==> config.mk <==
export PLATFORM = sky130hd
export DESIGN_NAME = uart_bus_master
export DESIGN_NICKNAME = d
export VERILOG_FILES = /design/src/rtl/uart_bus_master.sv
export SDC_FILE = /design/constraint.sdc
export NUM_CORES = 1
export LEC_CHECK = 0
export BUFFER_PORTS_ARGS = -buffer_cell sky130_fd_sc_hd__buf_2
export CORE_AREA = 4 4 99 101
export CTS_BUF_LIST = sky130_fd_sc_hd__clkbuf_4
export DETAILED_ROUTE_END_ITERATION = 8
export DIE_AREA = 0 0 103 105
export PLACE_DENSITY = 0.86
export SLEW_MARGIN = 20
export SYNTH_ARGS = -nofsm -noshare
export SYNTH_HDL_FRONTEND = slang
export SYNTH_SLANG_ARGS = --single-unit
==> constraint.sdc <==
create_clock -name clk -period 3.7 [get_ports clk]
set_input_delay 0 -clock clk [delete_from_list [all_inputs] [get_ports clk]]
set_output_delay 0 -clock clk [all_outputs]
set_load 0.03 [all_outputs]
==> src/rtl/uart_bus_master.sv <==
// -----------------------------------------------------------------------------
// uart_bus_master
//
// Host-side bus initiator driven by a UART byte stream. Decodes read ('R')
// and write ('W') command frames (multi-byte fields MSB first), requests the
// peripheral bus from the CPU arbiter, issues exactly one bus cycle and
// returns either the four read data bytes or a single ack byte.
//
//   read  : 52 A3 A2 A1 A0            -> reply D3 D2 D1 D0
//   write : 57 A3 A2 A1 A0 D3..D0     -> reply ACK_BYTE
//
// Optional feature, macro BUS_MASTER_ADDR_CHECK_EN:
//   when defined, addresses outside 32'h4000_0000..32'h4000_FFFF are rejected
//   after the 4th address byte. A write still consumes its 4 data bytes.
//   A rejected frame never requests the bus and is answered with NAK_BYTE.
//   When not defined, every address is forwarded to the bus unchanged.
//
// Parameters
//   TIMEOUT_CYCLES : idle cycles allowed between frame bytes
//   ACK_BYTE       : reply to a completed write
//   NAK_BYTE       : reply to a rejected address (address check builds only)
//
// Ports
//   clk, reset      : clock, synchronous active-high reset
//   rx_data/valid   : received byte, one-cycle valid pulse
//   tx_data/valid   : byte to transmit, held until tx_ready
//   tx_ready        : transmitter accepts the byte when tx_valid & tx_ready
//   bus_req/bus_gnt : bus ownership request / arbiter grant
//   rd, wr          : one-cycle bus strobes
//   addr, wdata     : bus address / write data
//   rdata           : bus read data, combinational from addr/rd
//   busy            : high whenever the FSM is not in IDLE
//
// Transmit handshake: a byte transfers on every rising edge where tx_valid and
// tx_ready are both high. Once tx_valid is raised, tx_valid and tx_data stay
// constant until that transfer; the next byte appears the cycle after.
// -----------------------------------------------------------------------------
module uart_bus_master #(
  parameter int unsigned TIMEOUT_CYCLES = 1_000_000,
  parameter logic [7:0]  ACK_BYTE       = 8'h4B,
  parameter logic [7:0]  NAK_BYTE       = 8'h4E
) (
  input  logic        clk,
  input  logic        reset,
  input  logic [7:0]  rx_data,
  input  logic        rx_valid,
  output logic [7:0]  tx_data,
  output logic        tx_valid,
  input  logic        tx_ready,
  output logic        bus_req,
  input  logic        bus_gnt,
  output logic        rd,
  output logic        wr,
  output logic [31:0] addr,
  output logic [31:0] wdata,
  input  logic [31:0] rdata,
  output logic        busy
);

  localparam logic [7:0] CMD_READ  = 8'h52;
  localparam logic [7:0] CMD_WRITE = 8'h57;

  // Counter only has to count up to TIMEOUT_CYCLES-1 before the frame drops.
  localparam int TW = (TIMEOUT_CYCLES > 1) ? $clog2(TIMEOUT_CYCLES) : 1;

  typedef enum logic [2:0] {
    S_IDLE,
    S_ADDR,
    S_WDATA,
    S_REQ,
    S_BUS,
    S_RESP
  } state_t;

  state_t        state;
  state_t        next_state;

  logic          is_write;     // current frame is a write
  logic          nak;          // write frame whose address was rejected
  logic [1:0]    byte_cnt;     // field byte index within ADDR / WDATA
  logic [TW-1:0] timeout_cnt;  // idle cycles since last frame byte
  logic [23:0]   resp_sr;      // remaining read-reply bytes, MSB first
  logic [1:0]    resp_left;    // reply bytes still to send after tx_data

  logic [31:0]   addr_next;
  logic          timeout_hit;
  logic          reject;
  logic          tx_fire;
  logic          is_cmd;

  // ---------------------------------------------------------------------------
  // Next-state logic
  // ---------------------------------------------------------------------------
  always_comb begin
    next_state  = state;
    addr_next   = {addr[23:0], rx_data};
    timeout_hit = (timeout_cnt == TW'(TIMEOUT_CYCLES - 1));
    tx_fire     = tx_valid && tx_ready;
    is_cmd      = (rx_data == CMD_READ) || (rx_data == CMD_WRITE);
`ifdef BUS_MASTER_ADDR_CHECK_EN
    reject      = (addr_next[31:16] != 16'h4000);
`else
    reject      = 1'b0;
`endif

    case (state)
      S_IDLE: begin
        if (rx_valid && is_cmd) next_state = S_ADDR;
      end
      S_ADDR: begin
        if (rx_valid) begin
          if (byte_cnt == 2'd3) begin
            if (is_write)    next_state = S_WDATA;
            else if (reject) next_state = S_RESP;
            else             next_state = S_REQ;
          end
        end else if (timeout_hit) begin
          next_state = S_IDLE;
        end
      end
      S_WDATA: begin
        if (rx_valid) begin
          if (byte_cnt == 2'd3) next_state = nak ? S_RESP : S_REQ;
        end else if (timeout_hit) begin
          next_state = S_IDLE;
        end
      end
      S_REQ: begin
        if (bus_gnt) next_state = S_BUS;
      end
      S_BUS: begin
        next_state = S_RESP;
      end
      S_RESP: begin
        if (tx_fire && (resp_left == 2'd0)) next_state = S_IDLE;
      end
      default: next_state = S_IDLE;
    endcase
  end

  // ---------------------------------------------------------------------------
  // State register
  // ---------------------------------------------------------------------------
  always_ff @(posedge clk) begin
    if (reset) state <= S_IDLE;
    else       state <= next_state;
  end

  // ---------------------------------------------------------------------------
  // Registered outputs and datapath
  // ---------------------------------------------------------------------------
  always_ff @(posedge clk) begin
    if (reset) begin
      tx_data     <= '0;
      tx_valid    <= 1'b0;
      bus_req     <= 1'b0;
      rd          <= 1'b0;
      wr          <= 1'b0;
      addr        <= '0;
      wdata       <= '0;
      busy        <= 1'b0;
      is_write    <= 1'b0;
      nak         <= 1'b0;
      byte_cnt    <= '0;
      timeout_cnt <= '0;
      resp_sr     <= '0;
      resp_left   <= '0;
    end else begin
      busy    <= (next_state != S_IDLE);
      // bus_req covers REQ and the single BUS cycle, so it drops in RESP.
      bus_req <= (next_state == S_REQ) || (next_state == S_BUS);
      // BUS is only reachable after bus_gnt was seen, so strobes never
      // precede the grant.
      rd      <= (next_state == S_BUS) && !is_write;
      wr      <= (next_state == S_BUS) &&  is_write;

      case (state)
        S_IDLE: begin
          if (rx_valid && is_cmd) begin
            is_write    <= (rx_data == CMD_WRITE);
            nak         <= 1'b0;
            byte_cnt    <= '0;
            timeout_cnt <= '0;
          end
        end

        S_ADDR: begin
          if (rx_valid) begin
            addr        <= addr_next;
            byte_cnt    <= byte_cnt + 2'd1;
            timeout_cnt <= '0;
            if ((byte_cnt == 2'd3) && reject) begin
              if (is_write) begin
                nak <= 1'b1;
              end else begin
                tx_data   <= NAK_BYTE;
                tx_valid  <= 1'b1;
                resp_left <= 2'd0;
              end
            end
          end else if (timeout_hit) begin
            timeout_cnt <= '0;
          end else begin
            timeout_cnt <= timeout_cnt + TW'(1);
          end
        end

        S_WDATA: begin
          if (rx_valid) begin
            wdata       <= {wdata[23:0], rx_data};
            byte_cnt    <= byte_cnt + 2'd1;
            timeout_cnt <= '0;
            if ((byte_cnt == 2'd3) && nak) begin
              tx_data   <= NAK_BYTE;
              tx_valid  <= 1'b1;
              resp_left <= 2'd0;
            end
          end else if (timeout_hit) begin
            timeout_cnt <= '0;
          end else begin
            timeout_cnt <= timeout_cnt + TW'(1);
          end
        end

        S_BUS: begin
          // rdata is sampled at the end of the strobe cycle.
          tx_valid <= 1'b1;
          if (is_write) begin
            tx_data   <= ACK_BYTE;
            resp_left <= 2'd0;
          end else begin
            tx_data   <= rdata[31:24];
            resp_sr   <= rdata[23:0];
            resp_left <= 2'd3;
          end
        end

        S_RESP: begin
          if (tx_fire) begin
            if (resp_left == 2'd0) begin
              tx_valid <= 1'b0;
            end else begin
              tx_data   <= resp_sr[23:16];
              resp_sr   <= {resp_sr[15:0], 8'h00};
              resp_left <= resp_left - 2'd1;
            end
          end
        end

        default: ;
      endcase
    end
  end

endmodule
==> flow_summary.html <==
<table>
<tr><th>Metric</th><th>Value</th></tr>
<tr><th colspan="2">Outcome</th></tr>
<tr><td>Status</td><td>finished, violations left</td></tr>
<tr><td>Failing checks</td><td>hold timing</td></tr>
<tr><th colspan="2">CTS</th></tr>
<tr><td>Clock Latency Late Sink</td><td>between 500 and 600 ps</td></tr>
<tr><td>H-Tree Depth</td><td>4</td></tr>
<tr><td>TritonCTS Buffers</td><td>17</td></tr>
<tr><td>Clock transition at the registers of the reported paths</td><td>130 ps</td></tr>
<tr><td>Number of clock sinks seen by CTS</td><td>between 100 and 150</td></tr>
<tr><td>CTS tree</td><td>built</td></tr>
<tr><td>CTS-repair resized insts</td><td>0</td></tr>
<tr><td># Post-CTS Setup Buffers</td><td>0</td></tr>
<tr><td>Clock tree root driver cell</td><td>clkbuf_4</td></tr>
<tr><td>Largest buffer count on any clock path</td><td>2</td></tr>
<tr><th colspan="2">Critical path</th></tr>
<tr><td>Worst setup EP type</td><td>register</td></tr>
<tr><td>Number of buffers and inverters on the critical path</td><td>1</td></tr>
<tr><td>Worst path arrival time</td><td>roughly 3000 ps</td></tr>
<tr><td>Maximum net fanout on the critical path</td><td>40</td></tr>
<tr><td>Worst setup SP type</td><td>register</td></tr>
<tr><td>Gate family responsible for the most delay along the worst path</td><td>compound AO/OA/AOI/OAI gates</td></tr>
<tr><td>CP required</td><td>roughly 4100 ps</td></tr>
<tr><td>CP peak stage delay</td><td>590 ps</td></tr>
<tr><td>Slowest CP cell</td><td>dfxtp_1</td></tr>
<tr><td>Cell Chain, Critical Path</td><td>and2b_2 -&gt; o21ai_1 -&gt; a21oi_2 -&gt; buf_4 -&gt; nor2_1 -&gt; a311oi_1</td></tr>
<tr><td>Type of the worst setup path</td><td>register to register</td></tr>
<tr><th colspan="2">STA</th></tr>
<tr><td>Final slew viol count</td><td>0</td></tr>
<tr><td>Total negative slack for setup checks</td><td>0 ps</td></tr>
<tr><td>Final Worst Setup Slack</td><td>approximately 1100 ps</td></tr>
<tr><td>Maximum operating frequency</td><td>about 0.38 GHz</td></tr>
<tr><td>Number of hold-slack violations in the final timing report</td><td>2</td></tr>
<tr><td>Unrepaired setup endpoints after global routing</td><td>false</td></tr>
<tr><td>Worst Tran Pin Value</td><td>966 ps</td></tr>
<tr><td>Largest clock skew in the final design</td><td>about 24 ps</td></tr>
<tr><td>Post-route fraction of the period consumed by the critical path</td><td>a little over two thirds</td></tr>
<tr><td>Minimum period implied by the final worst setup slack</td><td>about 2600 ps</td></tr>
<tr><td>Setup violation total in the final timing report</td><td>0</td></tr>
<tr><td>Worst relative slew slack</td><td>between 30 and 40%</td></tr>
<tr><td>Worst Hold Slack</td><td>-16.1 ps</td></tr>
<tr><th colspan="2">Global routing</th></tr>
<tr><td>Number of global-route vias before repair</td><td>4,800</td></tr>
<tr><td>First-pass GRT wire length</td><td>between 20,000 and 25,000 µm</td></tr>
<tr><td>Overall track demand over capacity in global routing</td><td>about a quarter</td></tr>
<tr><td>Number of antenna violations at the first check in global routing</td><td>1</td></tr>
<tr><td>Aggregate global routing overflow</td><td>0</td></tr>
<tr><td>Pin count of the biggest net entering global routing</td><td>116</td></tr>
<tr><th colspan="2">Finish</th></tr>
<tr><td>Count of placed standard cells in the final layout, fillers left out</td><td>922</td></tr>
<tr><td>Layout overhead on the synthesized area</td><td>24.8%</td></tr>
<tr><td>Fin area</td><td>6590 µm²</td></tr>
<tr><td>Final-stage net count</td><td>845</td></tr>
<tr><td>Utilization after layout</td><td>73.0%</td></tr>
<tr><td>FILL cells</td><td>roughly 670</td></tr>
<tr><td>Share of layout cells above drive strength 1</td><td>around a fifth</td></tr>
<tr><th colspan="2">Synth</th></tr>
<tr><td>Adder-cell share of the synthesized area</td><td>less than 1%</td></tr>
<tr><td>Combinational family with the most area after synthesis</td><td>simple AND/OR/NAND/NOR gates</td></tr>
<tr><td>Sequential share of the synthesized area</td><td>48.9%</td></tr>
<tr><td>Count of synthesis-stage warnings from yosys</td><td>0</td></tr>
<tr><td>Total standard cell area after synthesis</td><td>5280 µm²</td></tr>
<tr><td>Post-synthesis simple-gate area fraction</td><td>26.3%</td></tr>
<tr><td>Number of unique standard cell types used by synthesis</td><td>56</td></tr>
<tr><td>Average size of a mapped cell</td><td>8.03 µm²</td></tr>
<tr><td>Mux share of post-synthesis cell area</td><td>around 1.7%</td></tr>
<tr><td>Post-synth net total</td><td>around 710</td></tr>
<tr><td>Synth Area in Compound Gates</td><td>between 10% and 20%</td></tr>
<tr><td>Synth async-reset ratio</td><td>0%</td></tr>
<tr><td>Top flip-flop cell by instance count after synthesis</td><td>dfxtp_1</td></tr>
<tr><td>Post-synthesis instance total</td><td>657</td></tr>
<tr><td>EDFF count, synth</td><td>0</td></tr>
<tr><td>Number of register bits inferred by synthesis</td><td>approximately 130</td></tr>
<tr><td>Xor and xnor fraction of the mapped netlist area</td><td>between 1 and 1.5%</td></tr>
<tr><th colspan="2">Pwr</th></tr>
<tr><td>Pwr Density</td><td>373 nW/µm²</td></tr>
<tr><td>Maximum ir drop on the vdd rail</td><td>around 0.23 mV</td></tr>
<tr><td>Lkg Pwr</td><td>roughly 2.5 nW</td></tr>
<tr><th colspan="2">Drt</th></tr>
<tr><td>Total iterations of the first detailed-routing run</td><td>6</td></tr>
<tr><td>Number of violations reported at the end of detailed-routing iteration 0</td><td>roughly 420</td></tr>
<tr><td>DR DRC count</td><td>0</td></tr>
<tr><td>Final routed wirelength across all metal layers</td><td>13,600 µm</td></tr>
<tr><td>Vias per std cell</td><td>around 5.7</td></tr>
<tr><td>Antenna Violating Nets Remaining</td><td>0</td></tr>
<tr><td>Via total after detailed routing</td><td>between 5,000 and 6,000</td></tr>
<tr><td>Wire length per cell after detailed routing</td><td>between 10 and 15 µm</td></tr>
<tr><th colspan="2">Die</th></tr>
<tr><td>Core Box Area</td><td>between 9000 and 10,000 µm²</td></tr>
<tr><td>Die outline area</td><td>around 11,000 µm²</td></tr>
<tr><td>Starting density of the core</td><td>58.5%</td></tr>
<tr><td>Width of the die</td><td>just over 100 µm</td></tr>
<tr><td>Row cnt</td><td>35</td></tr>
<tr><td>DIE HEIGHT</td><td>105 µm</td></tr>
<tr><td>Top Ports</td><td>122</td></tr>
<tr><th colspan="2">Flow run</th></tr>
<tr><td>Number of max-capacitance violations reported</td><td>0</td></tr>
<tr><th colspan="2">Placement</th></tr>
<tr><td>RePlAce Congestion</td><td>~0.85</td></tr>
<tr><td>Port bufs</td><td>between 100 and 150</td></tr>
<tr><td>Cell Count Post-Placement</td><td>approximately 850</td></tr>
<tr><td>Place WS</td><td>1160 ps</td></tr>
<tr><td>Placed wire-length estimate</td><td>roughly 8600 µm</td></tr>
<tr><td>Post-placement cell area</td><td>5850 µm²</td></tr>
<tr><th colspan="2">Hold path</th></tr>
<tr><td>Worst min-delay path class</td><td>input pin to register</td></tr>
</table>
==> cells in the mapped netlist, types with 3 or more instances <==
library cell | number | share of area (%)
nor2_1 | 40 | 2.8
and3b_1 | 3 | 0.50
o21ai_0 | 6 | 0.57
a221oi_1 | 4 | 0.66
inv_1 | 6 | 0.43
nand4_1 | 6 | 0.71
a311oi_1 | 17 | 2.8
clkbuf_1 | 44 | 3.1
mux2i_1 | 9 | 1.7
nand3b_1 | 3 | 0.43
o221ai_1 | 4 | 0.66
and3_1 | 3 | 0.36
a31oi_1 | 5 | 0.59
nand2_1 | 177 | 13
xor2_1 | 4 | 0.66
dfxtp_1 | 129 | 49
ha_1 | 3 | 0.71
nand3_1 | 41 | 3.9
a21oi_1 | 94 | 8.9
a22o_1 | 3 | 0.50
or3_1 | 3 | 0.36
nor3_1 | 8 | 0.76
xnor2_1 | 3 | 0.50
==> metal layers <==
metal / GRT usage [%] / part of all wire [%]
met1: 31.5 / 40
met2: 40.7 / 49
met3: 6.41 / 7.6
met4: 11.2 / 3.6
met5: 0 / 0
==> power by group <==
| part | leakage (nW) | total [mW] | switching [mW] | internal [mW] |
|---|---|---|---|---|
| registers | 1.04 | 1.39 | 0.000229 | 1.39 |
| logic | 1.36 | 0.110 | 0.0542 | 0.0557 |
| clock network | 0.144 | 0.960 | 0.542 | 0.418 |
==> final cells by class <==
cell class | instances | area, µm² | area share, %
repair buffers | 169 | 1080 | 16.5
well taps | 111 | 139 | 2.11
clock inverters | 14 | 154 | 2.34
multi-input cells | 473 | 2460 | 37.4
clock buffers | 18 | 135 | 2.05
flip-flops and latches | 129 | 2580 | 39.2
inverters | 7 | 26.3 | 0.399
diodes | 1 | 2.50 | 0.0380
==> metrics by stage <==
stage	hold WS [ps]	total power, mW
finish	-16.1	2.46
CTS	141	2.46
detailed placement	262	1.49
global placement	261	1.49
floorplan	136	1.45
global route	21.0	2.55
==> placed cells by master (no fill, tap or decap), types with 3 or more instances in the layout <==
cell / Yosys / layout
or3_1: 3 / 3
nand4_1: 6 / 6
nor3_1: 8 / 8
inv_6: 0 / 4
a221oi_1: 4 / 4
a311oi_1: 17 / 17
buf_4: 0 / 4
o21ai_0: 6 / 5
nor2_1: 40 / 40
buf_2: 0 / 120
a22o_1: 3 / 3
o221ai_1: 4 / 4
clkinvlp_4: 0 / 5
o21ai_1: 2 / 3
mux2i_1: 9 / 9
a21oi_1: 94 / 93
dlygate4sd3_1: 0 / 43
nand3_1: 41 / 41
and3_1: 3 / 3
xnor2_1: 3 / 3
inv_1: 6 / 6
clkbuf_4: 0 / 18
nand3b_1: 3 / 3
ha_1: 3 / 3
dfxtp_1: 129 / 129
nand2_1: 177 / 177
a31oi_1: 5 / 5
xor2_1: 4 / 4
==> worst paths after layout <==
check                                      end  depth (start not counted)  slack [ps]       from
worst max register to register     resp_sr[18]                          6        1100   state[2]
worst min-delay path            timeout_cnt[1]                          2         -20      reset
worst max-delay path               resp_sr[18]                          6        1100   state[2]
worst min register to register       wdata[31]                          2         460  wdata[31]
==> sequential cells by signal, summed over array words and instances, names as in the netlist <==
signal and flops:
addr 32, tx_data 8, tx_valid 1, bus_req 1
wr 1, resp_left 2, is_write 1, resp_sr 24
busy 1, state 3, rd 1, timeout_cnt 20
wdata 32, byte_cnt 2
==> logic make-up (layout without fill, tap and decap cells) <==
group	count (synthesis)	in the layout
AO/OA/AOI/OAI	147	147
XOR/XNOR	7	7
adder cells (fa/ha/maj)	3	3
buffers and inverters	55	208
flip-flops	129	129
multiplexers	9	9
other	0	1
AND/OR/NAND/NOR	307	307
==> timing repair <==
action / 4_1_cts / 5_1_grt
endpoints found under the hold margin: 59 / 0
hold buffers: 43 / 0
setup endpoints to repair: 0 / 0
Note: power is estimated with default switching activity, not from simulation.
